## config.mk

```make
export PLATFORM = sky130hd
export DESIGN_NAME = tone_note_scheduler_flat
export DESIGN_NICKNAME = d
export VERILOG_FILES = /design/src/rtl/tone_note_scheduler_if.sv /design/src/rtl/tone_note_scheduler.sv /design/src/flat_wrapper.sv
export SDC_FILE = /design/constraint.sdc
export NUM_CORES = 1
export LEC_CHECK = 0
export CAP_MARGIN = 10
export CORE_MARGIN = 2
export CORE_UTILIZATION = 47
export CTS_CLUSTER_DIAMETER = 100
export DETAILED_ROUTE_END_ITERATION = 10
export PLACE_DENSITY_LB_ADDON = 0.3
export SKIP_LAST_GASP = 1
export SLEW_MARGIN = 20
export SYNTH_ARGS = -nofsm -noshare
export SYNTH_HDL_FRONTEND = slang
export SYNTH_SLANG_ARGS = --single-unit
```

## constraint.sdc

```tcl
create_clock -name clk -period 6 [get_ports clk]
set_input_delay 1.2 -clock clk [delete_from_list [all_inputs] [get_ports clk]]
set_output_delay 1.2 -clock clk [all_outputs]
set_load 0.1 [all_outputs]
```

## src/rtl/tone_note_scheduler_if.sv

```systemverilog
// tone_note_scheduler_if
//   Groups the control inputs and status outputs of tone_note_scheduler.
//   master: the controller side (drives key/play/stop/loop, observes status).
//   slave : the scheduler itself.
//   Signals:
//     key[6:0]      live keys, key[0] highest priority, key[k] selects tone k
//     play          start melody, only honoured while idle
//     stop          abort melody, wins over play in the same cycle
//     loop          restart at entry 0 on reaching an END entry
//     audio         square-wave output, 0 whenever silent
//     busy          sequencer is in PLAY or GAP (also while frozen)
//     live          registered |key
//     note_idx[3:0] current melody entry index
//     done          one-cycle pulse when the melody ends without looping
//     seq_state     debug view of the sequencer FSM (0 IDLE, 1 PLAY, 2 GAP)
//   Control semantics: there is no valid/ready pairing here. Every input is
//   level-sampled on each rising clock edge; play is a request that is simply
//   dropped unless the sequencer is idle and not frozen, stop is always taken.
interface tone_note_scheduler_if;
    logic [6:0] key;
    logic       play;
    logic       stop;
    logic       loop;
    logic       audio;
    logic       busy;
    logic       live;
    logic [3:0] note_idx;
    logic       done;
    logic [1:0] seq_state;

    modport master (
        output key, play, stop, loop,
        input  audio, busy, live, note_idx, done, seq_state
    );

    modport slave (
        input  key, play, stop, loop,
        output audio, busy, live, note_idx, done, seq_state
    );
endinterface

```

## src/rtl/tone_note_scheduler.sv

```systemverilog
// tone_note_scheduler
//   Melody sequencer plus live-key arbiter driving a square-wave tone divider.
//   Plays a 16-entry melody of (tone, beats) entries with an optional silent
//   gap after each entry. Any live key preempts the sequencer, which freezes
//   in place and resumes where it stopped once all keys are released.
//   Ports:
//     clk    clock, everything on the rising edge
//     rst_n  synchronous active-low reset
//     bus    tone_note_scheduler_if.slave (key/play/stop/loop in,
//            audio/busy/live/note_idx/done/seq_state out)
//   Melody entry i = MELODY[8i+7:8i]: [7]=END, [6:4]=tone (7=rest),
//   [3:0]=beats (0 plays as 1 beat).
module tone_note_scheduler #(
    parameter int          BEAT_CYCLES = 64,
    parameter int          GAP_CYCLES  = 8,
    parameter int          HP_0        = 28,
    parameter int          HP_1        = 25,
    parameter int          HP_2        = 24,
    parameter int          HP_3        = 21,
    parameter int          HP_4        = 19,
    parameter int          HP_5        = 18,
    parameter int          HP_6        = 16,
    parameter logic [127:0] MELODY     = 128'h00000000_00000000_00000000_80712102
) (
    input logic                  clk,
    input logic                  rst_n,
    tone_note_scheduler_if.slave bus
);
    localparam int BW = (BEAT_CYCLES > 1) ? $clog2(BEAT_CYCLES) : 1;
    localparam int GW = (GAP_CYCLES > 1) ? $clog2(GAP_CYCLES) : 1;
    localparam logic [BW-1:0] BEAT_LAST = BW'(BEAT_CYCLES - 1);
    localparam logic [GW-1:0] GAP_LAST  = GW'((GAP_CYCLES > 0) ? GAP_CYCLES - 1 : 0);
    localparam logic [2:0]    SILENT    = 3'd7;

    typedef enum logic [1:0] {
        IDLE = 2'd0,
        PLAY = 2'd1,
        GAP  = 2'd2
    } state_t;

    state_t        state, state_n;
    logic [3:0]    idx, idx_n;
    logic [BW-1:0] beat_cnt, beat_n;
    logic [3:0]    dur_cnt, dur_n;
    logic [GW-1:0] gap_cnt, gap_n;
    logic          done_r, done_n;
    logic          live_r, live_n;
    logic [2:0]    ltone_n;
    logic [2:0]    sel_r, sel_n;
    logic [7:0]    hp_cnt;
    logic          audio_r;

    // Melody field accessors.
    function automatic logic end_at(input logic [3:0] i);
        return MELODY[{i, 3'b111}];
    endfunction

    function automatic logic [2:0] tone_at(input logic [3:0] i);
        return MELODY[{i, 3'b100} +: 3];
    endfunction

    function automatic logic [3:0] beats_at(input logic [3:0] i);
        return MELODY[{i, 3'b000} +: 4];
    endfunction

    // Reload value (half period minus one) for a tone.
    function automatic logic [7:0] hp_reload(input logic [2:0] t);
        logic [7:0] r;
        case (t)
            3'd0:    r = 8'(HP_0 - 1);
            3'd1:    r = 8'(HP_1 - 1);
            3'd2:    r = 8'(HP_2 - 1);
            3'd3:    r = 8'(HP_3 - 1);
            3'd4:    r = 8'(HP_4 - 1);
            3'd5:    r = 8'(HP_5 - 1);
            3'd6:    r = 8'(HP_6 - 1);
            default: r = 8'd0;
        endcase
        return r;
    endfunction

    // Where the sequencer goes once the current entry (and its gap) is over.
    // The next entry is looked at in the same cycle, so an END entry takes no
    // play time: it either restarts entry 0 or finishes. Running off the end
    // of the table (index 15 done) behaves like END.
    logic [4:0] nxt;
    logic       at_end;
    state_t     adv_state;
    logic [3:0] adv_idx;
    logic       adv_done;
    logic [3:0] beats;
    logic [3:0] last_beat;

    always_comb begin : advance
        nxt       = {1'b0, idx} + 5'd1;
        at_end    = nxt[4] | end_at(nxt[3:0]);
        adv_state = PLAY;
        adv_idx   = nxt[3:0];
        adv_done  = 1'b0;
        if (at_end) begin
            if (bus.loop && !end_at(4'd0)) begin
                adv_idx = 4'd0;
            end else begin
                adv_state = IDLE;
                adv_done  = 1'b1;
            end
        end
        beats     = beats_at(idx);
        last_beat = (beats == 4'd0) ? 4'd0 : beats - 4'd1;
    end

    always_comb begin : seq_next
        state_n = state;
        idx_n   = idx;
        beat_n  = beat_cnt;
        dur_n   = dur_cnt;
        gap_n   = gap_cnt;
        done_n  = 1'b0;
        if (bus.stop) begin
            state_n = IDLE;
            idx_n   = 4'd0;
            beat_n  = '0;
            dur_n   = 4'd0;
            gap_n   = '0;
        end else if (!live_r) begin
            // While live_r is high everything above holds its value.
            case (state)
                IDLE: begin
                    if (bus.play) begin
                        if (end_at(4'd0)) begin
                            done_n = 1'b1;
                        end else begin
                            state_n = PLAY;
                            idx_n   = 4'd0;
                            beat_n  = '0;
                            dur_n   = 4'd0;
                            gap_n   = '0;
                        end
                    end
                end
                PLAY: begin
                    if (beat_cnt == BEAT_LAST) begin
                        beat_n = '0;
                        if (dur_cnt == last_beat) begin
                            dur_n = 4'd0;
                            if (GAP_CYCLES > 0) begin
                                state_n = GAP;
                                gap_n   = '0;
                            end else begin
                                state_n = adv_state;
                                idx_n   = adv_idx;
                                done_n  = adv_done;
                            end
                        end else begin
                            dur_n = dur_cnt + 4'd1;
                        end
                    end else begin
                        beat_n = beat_cnt + BW'(1);
                    end
                end
                GAP: begin
                    if (gap_cnt == GAP_LAST) begin
                        gap_n   = '0;
                        state_n = adv_state;
                        idx_n   = adv_idx;
                        done_n  = adv_done;
                    end else begin
                        gap_n = gap_cnt + GW'(1);
                    end
                end
                default: state_n = IDLE;
            endcase
        end
    end

    // Tone selection is computed from next-cycle values so that the divider
    // restarts on the same edge the selection changes; the first rising edge
    // then lands HP cycles after the tone starts.
    always_comb begin : tone_select
        live_n  = |bus.key;
        ltone_n = 3'd0;
        for (int k = 6; k >= 0; k--) begin
            if (bus.key[k]) ltone_n = 3'(k);
        end
        if (live_n) begin
            sel_n = ltone_n;
        end else if (state_n == PLAY) begin
            sel_n = tone_at(idx_n);   // a rest entry yields SILENT
        end else begin
            sel_n = SILENT;
        end
    end

    always_ff @(posedge clk) begin : seq_reg
        if (!rst_n) begin
            state    <= IDLE;
            idx      <= 4'd0;
            beat_cnt <= '0;
            dur_cnt  <= 4'd0;
            gap_cnt  <= '0;
            done_r   <= 1'b0;
            live_r   <= 1'b0;
        end else begin
            state    <= state_n;
            idx      <= idx_n;
            beat_cnt <= beat_n;
            dur_cnt  <= dur_n;
            gap_cnt  <= gap_n;
            done_r   <= done_n;
            live_r   <= live_n;
        end
    end

    always_ff @(posedge clk) begin : tone_gen
        if (!rst_n) begin
            sel_r   <= SILENT;
            hp_cnt  <= 8'd0;
            audio_r <= 1'b0;
        end else if (sel_n != sel_r) begin
            // Selection change restarts the wave low; going silent keeps hp_cnt.
            sel_r   <= sel_n;
            audio_r <= 1'b0;
            if (sel_n != SILENT) hp_cnt <= hp_reload(sel_n);
        end else if (sel_r != SILENT) begin
            if (hp_cnt == 8'd0) begin
                audio_r <= ~audio_r;
                hp_cnt  <= hp_reload(sel_r);
            end else begin
                hp_cnt <= hp_cnt - 8'd1;
            end
        end
    end

    assign bus.audio     = audio_r;
    assign bus.busy      = (state != IDLE);
    assign bus.live      = live_r;
    assign bus.note_idx  = idx;
    assign bus.done      = done_r;
    assign bus.seq_state = state;
endmodule

```

## src/flat_wrapper.sv

```systemverilog
// flat-port wrapper written by rule: the top's interface ports become plain ports
module tone_note_scheduler_flat 
#(
    parameter int          BEAT_CYCLES = 64,
    parameter int          GAP_CYCLES  = 8,
    parameter int          HP_0        = 28,
    parameter int          HP_1        = 25,
    parameter int          HP_2        = 24,
    parameter int          HP_3        = 21,
    parameter int          HP_4        = 19,
    parameter int          HP_5        = 18,
    parameter int          HP_6        = 16,
    parameter logic [127:0] MELODY     = 128'h00000000_00000000_00000000_80712102
)
  (clk, rst_n, bus_key, bus_play, bus_stop, bus_loop, bus_audio, bus_busy, bus_live, bus_note_idx, bus_done, bus_seq_state);
  tone_note_scheduler_if bus_i ();
  input logic clk;
  input logic rst_n;
  input wire logic [$bits(bus_i.key)-1:0] bus_key;
  input wire logic [$bits(bus_i.play)-1:0] bus_play;
  input wire logic [$bits(bus_i.stop)-1:0] bus_stop;
  input wire logic [$bits(bus_i.loop)-1:0] bus_loop;
  output wire logic [$bits(bus_i.audio)-1:0] bus_audio;
  output wire logic [$bits(bus_i.busy)-1:0] bus_busy;
  output wire logic [$bits(bus_i.live)-1:0] bus_live;
  output wire logic [$bits(bus_i.note_idx)-1:0] bus_note_idx;
  output wire logic [$bits(bus_i.done)-1:0] bus_done;
  output wire logic [$bits(bus_i.seq_state)-1:0] bus_seq_state;
  assign bus_i.key = bus_key;
  assign bus_i.play = bus_play;
  assign bus_i.stop = bus_stop;
  assign bus_i.loop = bus_loop;
  assign bus_audio = bus_i.audio;
  assign bus_busy = bus_i.busy;
  assign bus_live = bus_i.live;
  assign bus_note_idx = bus_i.note_idx;
  assign bus_done = bus_i.done;
  assign bus_seq_state = bus_i.seq_state;
  tone_note_scheduler #(.BEAT_CYCLES(BEAT_CYCLES), .GAP_CYCLES(GAP_CYCLES), .HP_0(HP_0), .HP_1(HP_1), .HP_2(HP_2), .HP_3(HP_3), .HP_4(HP_4), .HP_5(HP_5), .HP_6(HP_6), .MELODY(MELODY)) u_core (.clk(clk), .rst_n(rst_n), .bus(bus_i));
endmodule
```

==> results by group <==
Run status
  • Status: completed

Power
  • Clock group share of total power: approximately a third
  • Max VDD drop: between 100 and 150 uV
  • Int Pwr: 0.000355 W
  • Reg power frac: between 40% and 50%
  • Combinational power share: 18.4%
  • Sw Share: between 20 and 30%
  • Leakage power: roughly 0.98 nW
  • Pwr Density: about 190 nW/um^2
  • NetSw: around 0.00014 W

Routing
  • Wire per inst: ~13 um
  • Met3 wire len: 222 um
  • Antenna-violating nets left: 0
  • Initial drt markers: 100
  • Met2 Wirelength: approximately 2300 um
  • Max layer used: met4
  • Vias per Instance: 5.67
  • Post-Route M1 WL: 2480 um
  • WL final: 5030 um
  • Vias: 2131
  • DR DRC count: 0
  • Total iterations of the first detailed-routing run: 4

Worst hold path
  • Hold Crit Class: reg2reg

Placed design
  • RePlAce Congestion: between 0.8 and 0.9
  • Placement Setup Slack: between 1.5 and 2 ns
  • Post-DP HPWL: about 3800 um
  • Port Buffers: 21

Clock network
  • CTS Buf Count: 5
  • Clk_lat worst skew: ~0.28 ns
  • Post-CTS setup buffer count: 0
  • CTS tree: yes
  • CTS sink cnt: 33
  • CTS Root Cell: clkbuf_8
  • # H-tree levels: 2
  • CTS Buffer Depth: 2
  • Cts repair resizes: 0
  • Clock transition at path regs: 0.06 ns
  • # hold bufs at CTS: 0

Critical path
  • CP Max Fanout: 7
  • Setup Crit Path Kind: in2reg
  • CP Data Required Time: ~6.2 ns
  • Crit path capture type: register
  • Startpoint Class: input port
  • Critical Path AT: between 4 and 5 ns

STA
  • Final Hold Fails: 0
  • Post-route setup slack: roughly 1.9 ns
  • Relative slew slack: between 30 and 40%
  • # setup viols final: 0
  • Setup tns final: 0 ns
  • Worst-Margin Slew: approximately 0.96 ns
  • Clock skew: 0.00765 ns
  • Fin crit period: around 4.1 ns
  • RSZ-0062 raised after global routing: false
  • Fmax: between 0.2 and 0.25 GHz
  • Pins Over Slew Limit: 0
  • Fin crit share: 67.9%

Floorplan
  • Core Footprint: about 4800 sq um
  • Die Ht: between 70 and 80 um
  • Die Area: 5560 sq um
  • Starting density of the core: ~49%
  • Io pins: 22
  • Die Width: ~75 um
  • Row count: 25

Global routing
  • GRT overflow: 0
  • Vias in the first global route: about 1900
  • GRT Total Usage: 19.6%
  • Antenna violations before repair: 0
  • First-pass GRT wire length: about 8600 um
  • Largest net degree at the start of global routing: 18

Cells and area
  • Antenna diode count: 0
  • Layout cells sized above 1: 6.47%
  • # nets final: roughly 330
  • Fill cells: 468
  • Area Overhead vs Synth: 12.7%

Synth
  • Sequential share of the synthesized area: roughly 28%
  • Syn Inst Count: around 300
  • Ys async rst share: 0%
  • Synth Cell Area: around 2300 sq um
  • Synth warn: 0
  • Synthesis-stage register bit count: 33
  • Synth Flop Type: dfxtp_1
  • Number of flops mapped to enable cells by yosys: 0
  • Yosys cell types: between 60 and 70
  • Syn avg cell area: between 7 and 8 sq um
  • Post-Syn Nets: 318

Flow run
  • Number of max-cap violations: 0
## logic make-up (layout without fill, tap and decap cells)
kind of cell,after synthesis,after routing,share of synthesized area [%]
buffers and inverters,24,37,5.45
adder cells (fa/ha/maj),10,10,5.35
AO/OA/AOI/OAI,72,72,21.9
XOR/XNOR,16,16,6.31
AND/OR/NAND/NOR,135,135,30.1
multiplexers,6,6,2.67
flip-flops,33,33,28.2
## synth_stat cells, types with 7 or more instances
cell      count  share of area [%]
nor2_1       37                5.9
dfxtp_1      33                 28
nand2_1      28                4.5
a21oi_1      16                3.4
o21ai_0      13                2.8
nand3_1      12                2.6
nor3_1       11                2.4
ha_1         10                5.3
inv_1         9                1.4
nand2b_1      8                2.1
xor2_1        8                3.0
xnor2_1       7                2.6
## stage by stage
step / utilization, % / area, sq um / hold WS, ns / total power, W / cells
3_5_place_dp: 53.5 / 2540 / 0.469 / 0.000331 / 369
3_3_place_gp: 53.4 / 2540 / 0.462 / 0.000331 / 369
2_1_floorplan: - / 2340 / 0.450 / 0.000310 / 296
6_report: 55.5 / 2640 / 0.479 / 0.000497 / 376
4_1_cts: 55.3 / 2630 / 0.480 / 0.000499 / 376
5_1_grt: 55.5 / 2640 / 0.494 / 0.000521 / 376
## power groups by stage
| stage | Clock (W) | Combinational [W] | Sequential (W) |
|---|---|---|---|
| after floorplan | 0 | 0.0000697 | 0.000240 |
| after global placement | 0 | 0.0000900 | 0.000241 |
| after detailed placement | 0 | 0.0000903 | 0.000241 |
| after CTS | 0.000172 | 0.0000906 | 0.000236 |
| after global routing | 0.000182 | 0.000101 | 0.000238 |
| final | 0.000169 | 0.0000917 | 0.000237 |
## final timing paths
check	depth (start not counted)	end	start	slack, ns
setup / recovery	13	u_core.hp_cnt[6]$_SDFFE_PN0P_	bus_play	1.92
hold / removal	2	u_core.gap_cnt[1]$_SDFFE_PP0P_	u_core.gap_cnt[1]$_SDFFE_PP0P_	0.48
setup reg to reg	14	u_core.hp_cnt[6]$_SDFFE_PN0P_	u_core.bus.note_idx[0]$_SDFF_PN0_	2.22
hold reg to reg	2	u_core.gap_cnt[1]$_SDFFE_PP0P_	u_core.gap_cnt[1]$_SDFFE_PP0P_	0.48
## cell usage in the layout (no fill, tap or decap), types with 3 or more instances in the layout
| master | instances |
|---|---|
| xor2_1 | 8 |
| nand2b_1 | 8 |
| nand4b_1 | 3 |
| or3_1 | 3 |
| a211oi_1 | 4 |
| ha_1 | 10 |
| a21oi_1 | 16 |
| inv_1 | 9 |
| dfxtp_1 | 33 |
| nand3_1 | 12 |
| xnor2_1 | 7 |
| nor4_1 | 3 |
| a22oi_1 | 3 |
| nand2_1 | 28 |
| clkdlybuf4s50_1 | 21 |
| nor2_1 | 37 |
| mux2i_1 | 4 |
| and2_1 | 5 |
| nand3b_1 | 3 |
| clkbuf_8 | 6 |
| a31oi_1 | 3 |
| o21ai_0 | 13 |
| o21a_1 | 3 |
| nor3_1 | 11 |
| o31ai_1 | 3 |
## sequential cells by signal, summed over array words and instances (netlist names)
signal                flops
u_core.hp_cnt             8
u_core.beat_cnt           6
u_core.bus.note_idx       4
u_core.dur_cnt            4
u_core.gap_cnt            3
u_core.sel_r              3
u_core.bus.seq_state      2
u_core.bus.audio          1
u_core.bus.done           1
u_core.bus.live           1
## worst max-delay path, stage by stage
cell,delay [ns]
clkdlybuf4s50_1,0.56
mux2i_1,0.11
nor3_1,0.27
nand2_1,0.08
a2bb2oi_1,0.25
nor2_1,0.09
ha_1,0.29
a211oi_1,0.29
o31ai_1,0.22
a211oi_2,0.44
nor2_1,0.11
xor2_1,0.15
and3_1,0.17
## layout make-up
type	count	area (sq um)	area share [%]
Multi-Input combinational cell	239	1560	59.3
Timing Repair Buffer	21	210	7.97
Inverter	9	33.8	1.28
Clock buffer	7	86.3	3.27
Tap cell	67	83.8	3.18
Sequential cell	33	661	25.0
## routing by layer
layer,vias up,global-route usage [%]
met5,-,0
met4,0,6.55
met3,8,3.25
met2,60,30.3
met1,964,27.8
li1,1099,-
(Power assumes the default switching activity.)
